### config.mk
export PLATFORM = sky130hd
export DESIGN_NAME = mem_arbiter
export DESIGN_NICKNAME = d
export VERILOG_FILES = /design/src/rtl/mem_arbiter.sv
export SDC_FILE = /design/constraint.sdc
export NUM_CORES = 1
export LEC_CHECK = 0
export ABC_AREA = 1
export CORE_AREA = 2 2 314 316
export DETAILED_ROUTE_END_ITERATION = 16
export DIE_AREA = 0 0 316 318
export PLACE_DENSITY = 0.3
export SYNTH_ARGS = -nofsm -noshare
export SYNTH_HDL_FRONTEND = slang
export SYNTH_SLANG_ARGS = --single-unit
### constraint.sdc
create_clock -name clk -period 1.9 [get_ports clk]
set_input_delay 0.38 -clock clk [delete_from_list [all_inputs] [get_ports clk]]
set_output_delay 0.38 -clock clk [all_outputs]
set_load 0.01 [all_outputs]
### src/rtl/mem_arbiter.sv
// mem_arbiter: shares one main-memory port between the icache refill path
// and the dcache refill/writeback path. Round-robin grant, one transaction
// in flight, write beats streamed straight through, response beats routed
// by the top bit of the memory tag (0 = icache, 1 = dcache).
//
// state | meaning
// ------+--------------------------------------------------------------
// IDLE  | no transaction; arbitrate and handshake with a client
// REQ   | present latched request on mem_req_*, wait for mem_req_ready
// WDATA | pass dcache write beats through, count WRITE_BEATS handshakes
// RESP  | count READ_BEATS response beats tagged for the granted client
module mem_arbiter #(
  parameter int ADDR_W      = 28,
  parameter int DATA_W      = 128,
  parameter int TAG_W       = 5,
  parameter int WRITE_BEATS = 4,
  parameter int READ_BEATS  = 4
) (
  input  logic                clk,
  input  logic                reset,
  input  logic                ic_req_valid,
  output logic                ic_req_ready,
  input  logic [ADDR_W-1:0]   ic_req_addr,
  input  logic [TAG_W-2:0]    ic_req_tag,
  output logic                ic_resp_valid,
  output logic [DATA_W-1:0]   ic_resp_data,
  output logic [TAG_W-2:0]    ic_resp_tag,
  input  logic                dc_req_valid,
  output logic                dc_req_ready,
  input  logic                dc_req_rw,
  input  logic [ADDR_W-1:0]   dc_req_addr,
  input  logic [TAG_W-2:0]    dc_req_tag,
  input  logic                dc_req_data_valid,
  output logic                dc_req_data_ready,
  input  logic [DATA_W-1:0]   dc_req_data_bits,
  input  logic [DATA_W/8-1:0] dc_req_data_mask,
  output logic                dc_resp_valid,
  output logic [DATA_W-1:0]   dc_resp_data,
  output logic [TAG_W-2:0]    dc_resp_tag,
  output logic                mem_req_valid,
  input  logic                mem_req_ready,
  output logic                mem_req_rw,
  output logic [ADDR_W-1:0]   mem_req_addr,
  output logic [TAG_W-1:0]    mem_req_tag,
  output logic                mem_req_data_valid,
  input  logic                mem_req_data_ready,
  output logic [DATA_W-1:0]   mem_req_data_bits,
  output logic [DATA_W/8-1:0] mem_req_data_mask,
  input  logic                mem_resp_valid,
  input  logic [DATA_W-1:0]   mem_resp_data,
  input  logic [TAG_W-1:0]    mem_resp_tag
);

  localparam int MAX_BEATS = (WRITE_BEATS > READ_BEATS) ? WRITE_BEATS : READ_BEATS;
  localparam int CNT_W     = $clog2(MAX_BEATS) + 1;
  localparam logic [CNT_W-1:0] WR_LAST = CNT_W'(WRITE_BEATS - 1);
  localparam logic [CNT_W-1:0] RD_LAST = CNT_W'(READ_BEATS - 1);

  typedef enum logic [1:0] {IDLE, REQ, WDATA, RESP} state_t;

  state_t            state, state_nxt;
  logic [CNT_W-1:0]  beat_cnt, beat_cnt_nxt;
  logic              last_grant, last_grant_nxt;   // 1 = dcache was granted last
  logic              lat_rw, lat_rw_nxt;
  logic [ADDR_W-1:0] lat_addr, lat_addr_nxt;
  logic [TAG_W-1:0]  lat_tag, lat_tag_nxt;
  logic              grant_dc, grant_ic, beat;

  // state and latched request registers
  always_ff @(posedge clk or negedge reset) begin
    if (!reset) begin
      state      <= IDLE;
      beat_cnt   <= '0;
      last_grant <= 1'b0;
      lat_rw     <= 1'b0;
      lat_addr   <= '0;
      lat_tag    <= '0;
    end else begin
      state      <= state_nxt;
      beat_cnt   <= beat_cnt_nxt;
      last_grant <= last_grant_nxt;
      lat_rw     <= lat_rw_nxt;
      lat_addr   <= lat_addr_nxt;
      lat_tag    <= lat_tag_nxt;
    end
  end

  // next-state, arbitration and handshake outputs
  always_comb begin
    state_nxt          = state;
    beat_cnt_nxt       = beat_cnt;
    last_grant_nxt     = last_grant;
    lat_rw_nxt         = lat_rw;
    lat_addr_nxt       = lat_addr;
    lat_tag_nxt        = lat_tag;
    ic_req_ready       = 1'b0;
    dc_req_ready       = 1'b0;
    mem_req_valid      = 1'b0;
    mem_req_data_valid = 1'b0;
    dc_req_data_ready  = 1'b0;
    beat               = 1'b0;
    // on a tie the client that did not win last time gets the grant
    grant_dc           = dc_req_valid & (~ic_req_valid | ~last_grant);
    grant_ic           = ic_req_valid & ~grant_dc;
    case (state)
      IDLE: begin
        // reset holds state in IDLE, so gating here keeps readys low in reset
        ic_req_ready = grant_ic & reset;
        dc_req_ready = grant_dc & reset;
        if (grant_ic | grant_dc) begin
          state_nxt      = REQ;
          last_grant_nxt = grant_dc;
          lat_rw_nxt     = grant_dc & dc_req_rw;
          lat_addr_nxt   = grant_dc ? dc_req_addr : ic_req_addr;
          lat_tag_nxt    = grant_dc ? {1'b1, dc_req_tag} : {1'b0, ic_req_tag};
        end
      end
      REQ: begin
        mem_req_valid = 1'b1;
        if (mem_req_ready) state_nxt = lat_rw ? WDATA : RESP;
      end
      WDATA: begin
        mem_req_data_valid = dc_req_data_valid;
        dc_req_data_ready  = mem_req_data_ready;
        beat               = dc_req_data_valid & mem_req_data_ready;
        if (beat) begin
          if (beat_cnt == WR_LAST) begin
            beat_cnt_nxt = '0;
            state_nxt    = IDLE;
          end else begin
            beat_cnt_nxt = beat_cnt + CNT_W'(1);
          end
        end
      end
      RESP: begin
        beat = mem_resp_valid & (mem_resp_tag[TAG_W-1] == lat_tag[TAG_W-1]);
        if (beat) begin
          if (beat_cnt == RD_LAST) begin
            beat_cnt_nxt = '0;
            state_nxt    = IDLE;
          end else begin
            beat_cnt_nxt = beat_cnt + CNT_W'(1);
          end
        end
      end
      default: state_nxt = IDLE;
    endcase
  end

  assign mem_req_rw        = lat_rw;
  assign mem_req_addr      = lat_addr;
  assign mem_req_tag       = lat_tag;
  assign mem_req_data_bits = dc_req_data_bits;
  assign mem_req_data_mask = dc_req_data_mask;

  // responses are routed in every state; beats outside RESP are not counted
  assign ic_resp_valid = reset & mem_resp_valid & ~mem_resp_tag[TAG_W-1];
  assign dc_resp_valid = reset & mem_resp_valid &  mem_resp_tag[TAG_W-1];
  assign ic_resp_data  = mem_resp_data;
  assign dc_resp_data  = mem_resp_data;
  assign ic_resp_tag   = mem_resp_tag[TAG_W-2:0];
  assign dc_resp_tag   = mem_resp_tag[TAG_W-2:0];

endmodule
==> metrics.csv <==
metric,value,unit
status,"complete, no violations",
yosysTopAreaCellShare,61.20,%
grt-ovfl-total,0,
setup_ws,0.1134,ns
grt_setup_unrepaired,false,
placed_area,4853,µm²
tightest_slew,0.6672,ns
synth-edff-count,0,
fin_area,5062,µm²
seq_area_frac_synth,19.26,%
synthTopCellsByArea,"buf_4 (61%), dfrtp_1 (19%), nand2_1 (6.4%)",
cp.arrival,1.41,ns
hpwl,15530,µm
cts_tree,yes,
cts_hold_buf,0,
ys_ff_latch,39,
cts_max_path_buffers,2,
worstRegToRegCells,7,
ios,799,
synth_top_flop_cell,dfrtp_1,
p_int,3.518,mW
layout_min_cycle_time,1.787,ns
synth_common_cells,"buf_4 (413), nand2_1 (86), dfrtp_1 (39)",
total_power,5.606,mW
start_util,5.201,%
drc,0,
ir_drop,0.4897,mV
finalClockSkew,0.02025,ns
leakagePower,1.562,nW
grt_pass1_vias,2976,
cts_buffers,5,
viasPerCell,1.666,
insertion_delay,0.33,ns
p_switching,2.088,mW
port_buffers,114,
hold_viol,0,
routed_wl,18700,µm
clkSlewWorstSetupHoldPaths,0.09,ns
power_frac_seq,27.4,%
ys_async_sr_fraction,100.0,%
via_count,2770,
ys_warn_count,0,
final_antenna_net_count,0,
antenna_found_initial,0,
critical_path_class,input port to output pin,
rows,115,
area_delta_synth_final,-0.07400,%
synthCells,655,
hold_slack,0.2326,ns
drive_gt1_share,11.17,%
dieWidth,316,µm
comb_power_share,50.1,%
root_buffer,clkbuf_16,
syn_nets,1006,
die_area,100500,µm²
rr_startpoint,last_grant,
fin_nets,726,
first_pass_iters,6,
rrSetupSlack,0.31,ns
fp.dieH,318,µm
power-per-cell-area,1107,nW/µm²
cts.sinks,39,
grt_pass1_wl,24130,µm
cp_data_required_time,1.52,ns
clkPwrFrac,22.5,%
synth_area_leader_cell,buf_4,
worstPathMaxFanout,5,
cts_max_level,2,
yosysMostFrequentCell,buf_4,
synth_cell_types,22,
setup.worst_path.end_class,output pin,
core,97410,µm²
grt_max_degree,40,
wire_per_inst,11.24,µm
finalSetupViolCount,0,
syn_area_per_cell,7.735,µm²
cap_viol_max_count,0,
gp_congestion,0.6489,
grtUsageTotal,3.621,%
maxSlewViolCount,0,
min_period_over_period,94.03,%
dp_slack,-0.3102,ns
drt_iter0_drc,108,
switching_share,37.24,%
rr_endpoint,mem_req_addr[13],
fmax,0.5597,GHz
synth_area,5066,µm²
slew_headroom,55.52,%
start_kind,input port,
diodes,0,
min_path_type,input port to asynchronous set/reset pin,
==> stage by stage <==
step | std cells | setup TNS [ns] | utilization, %
after floorplan | 655 | 0 | -
after global placement | 1654 | -5.326 | 4.982
after detailed placement | 1654 | -5.830 | 4.982
after CTS | 1662 | 0 | 5.178
after global routing | 1663 | 0 | 5.197
final | 1663 | 0 | 5.197
==> registers in the layout, summed over array words and instances, names as in the netlist <==
name	flops
mem_req_tag	4
beat_cnt	3
mem_req_rw	1
last_grant	1
state	2
mem_req_addr	28
==> power groups by stage <==
stage	clock, mW	sequential [mW]	combinational, mW
final	1.26	1.54	2.81
after global routing	1.43	1.60	3.09
after CTS	1.40	1.55	2.86
after detailed placement	0	1.55	2.86
after global placement	0	1.55	2.85
after floorplan	0	1.66	2.02
==> metal layers <==
metal  routed length (µm)  GRT usage (%)
met1                 6200          3.381
met2                 7178          4.639
met3                 3266          2.974
met4                 2052          3.876
met5                    0        0.04836
==> cells by family (layout without fill, tap and decap cells) <==
family | Yosys count | count (layout) | share of synthesized area (%)
fa+ha+maj | 1 | 1 | 0.2469
buf+inv | 440 | 161 | 63.62
compound gates | 38 | 38 | 5.433
simple gates | 137 | 137 | 11.44
flops | 39 | 39 | 19.26
==> worst max path at each step <==
stage | startpoint | end | slack (ns) | depth (start not counted)
3_3_place_gp | ic_req_valid | ic_req_ready | -0.31 | 6
5_1_grt | state[0] | mem_req_data_valid | 0.003 | 5
3_5_place_dp | ic_req_valid | ic_req_ready | -0.31 | 6
4_1_cts | state[0] | dc_req_data_ready | 0.02 | 5
6_report | dc_req_valid | dc_req_ready | 0.11 | 6
2_1_floorplan | ic_req_valid | ic_req_ready | 0.26 | 5
==> timing repair <==
item                                    CTS  global route
gates cloned                              0             0
endpoints found under the setup margin    6             4
buffers inserted                          0             1
endpoints found under the hold margin     0             0
pin swaps                                 0             1
gates resized for setup                  16             3
==> worst max-delay path, stage by stage <==
cell             delay [ns]
clkdlybuf4s50_1        0.51
nand2_2                0.08
inv_2                  0.10
nand2_1                0.09
nor2_1                 0.11
buf_2                  0.14
==> layout by cell type (no fill, tap or decap) <==
master and instances:
clkbuf_16 5, nand2_2 1, buf_12 3, nor2_4 1, o21ai_0 3, clkdlybuf4s15_1 2
clkdlybuf4s50_1 106, buf_4 20, inv_1 15, a31oi_1 1, a21oi_4 1, bufinv_16 2
nor3_1 2, nand4_1 1, nor2_1 7, dfrtp_1 37, a21oi_1 1, buf_2 3
inv_8 1, dfrtp_2 2, inv_2 2, nand2_1 86, nor4_4 1, nand3_1 38
dlygate4sd2_1 2, ha_1 1, o21a_1 32
==> cell type report <==
class	count	area, µm²
well taps	1287	1610
flip-flops and latches	39	978.4
fillers	11480	92350
inverters	17	63.81
clock buffers	5	125.1
clock inverters	3	71.32
repair buffers	136	1324
multi-input cells	176	889.6
No activity file was read; power rests on OpenSTA's default activity.
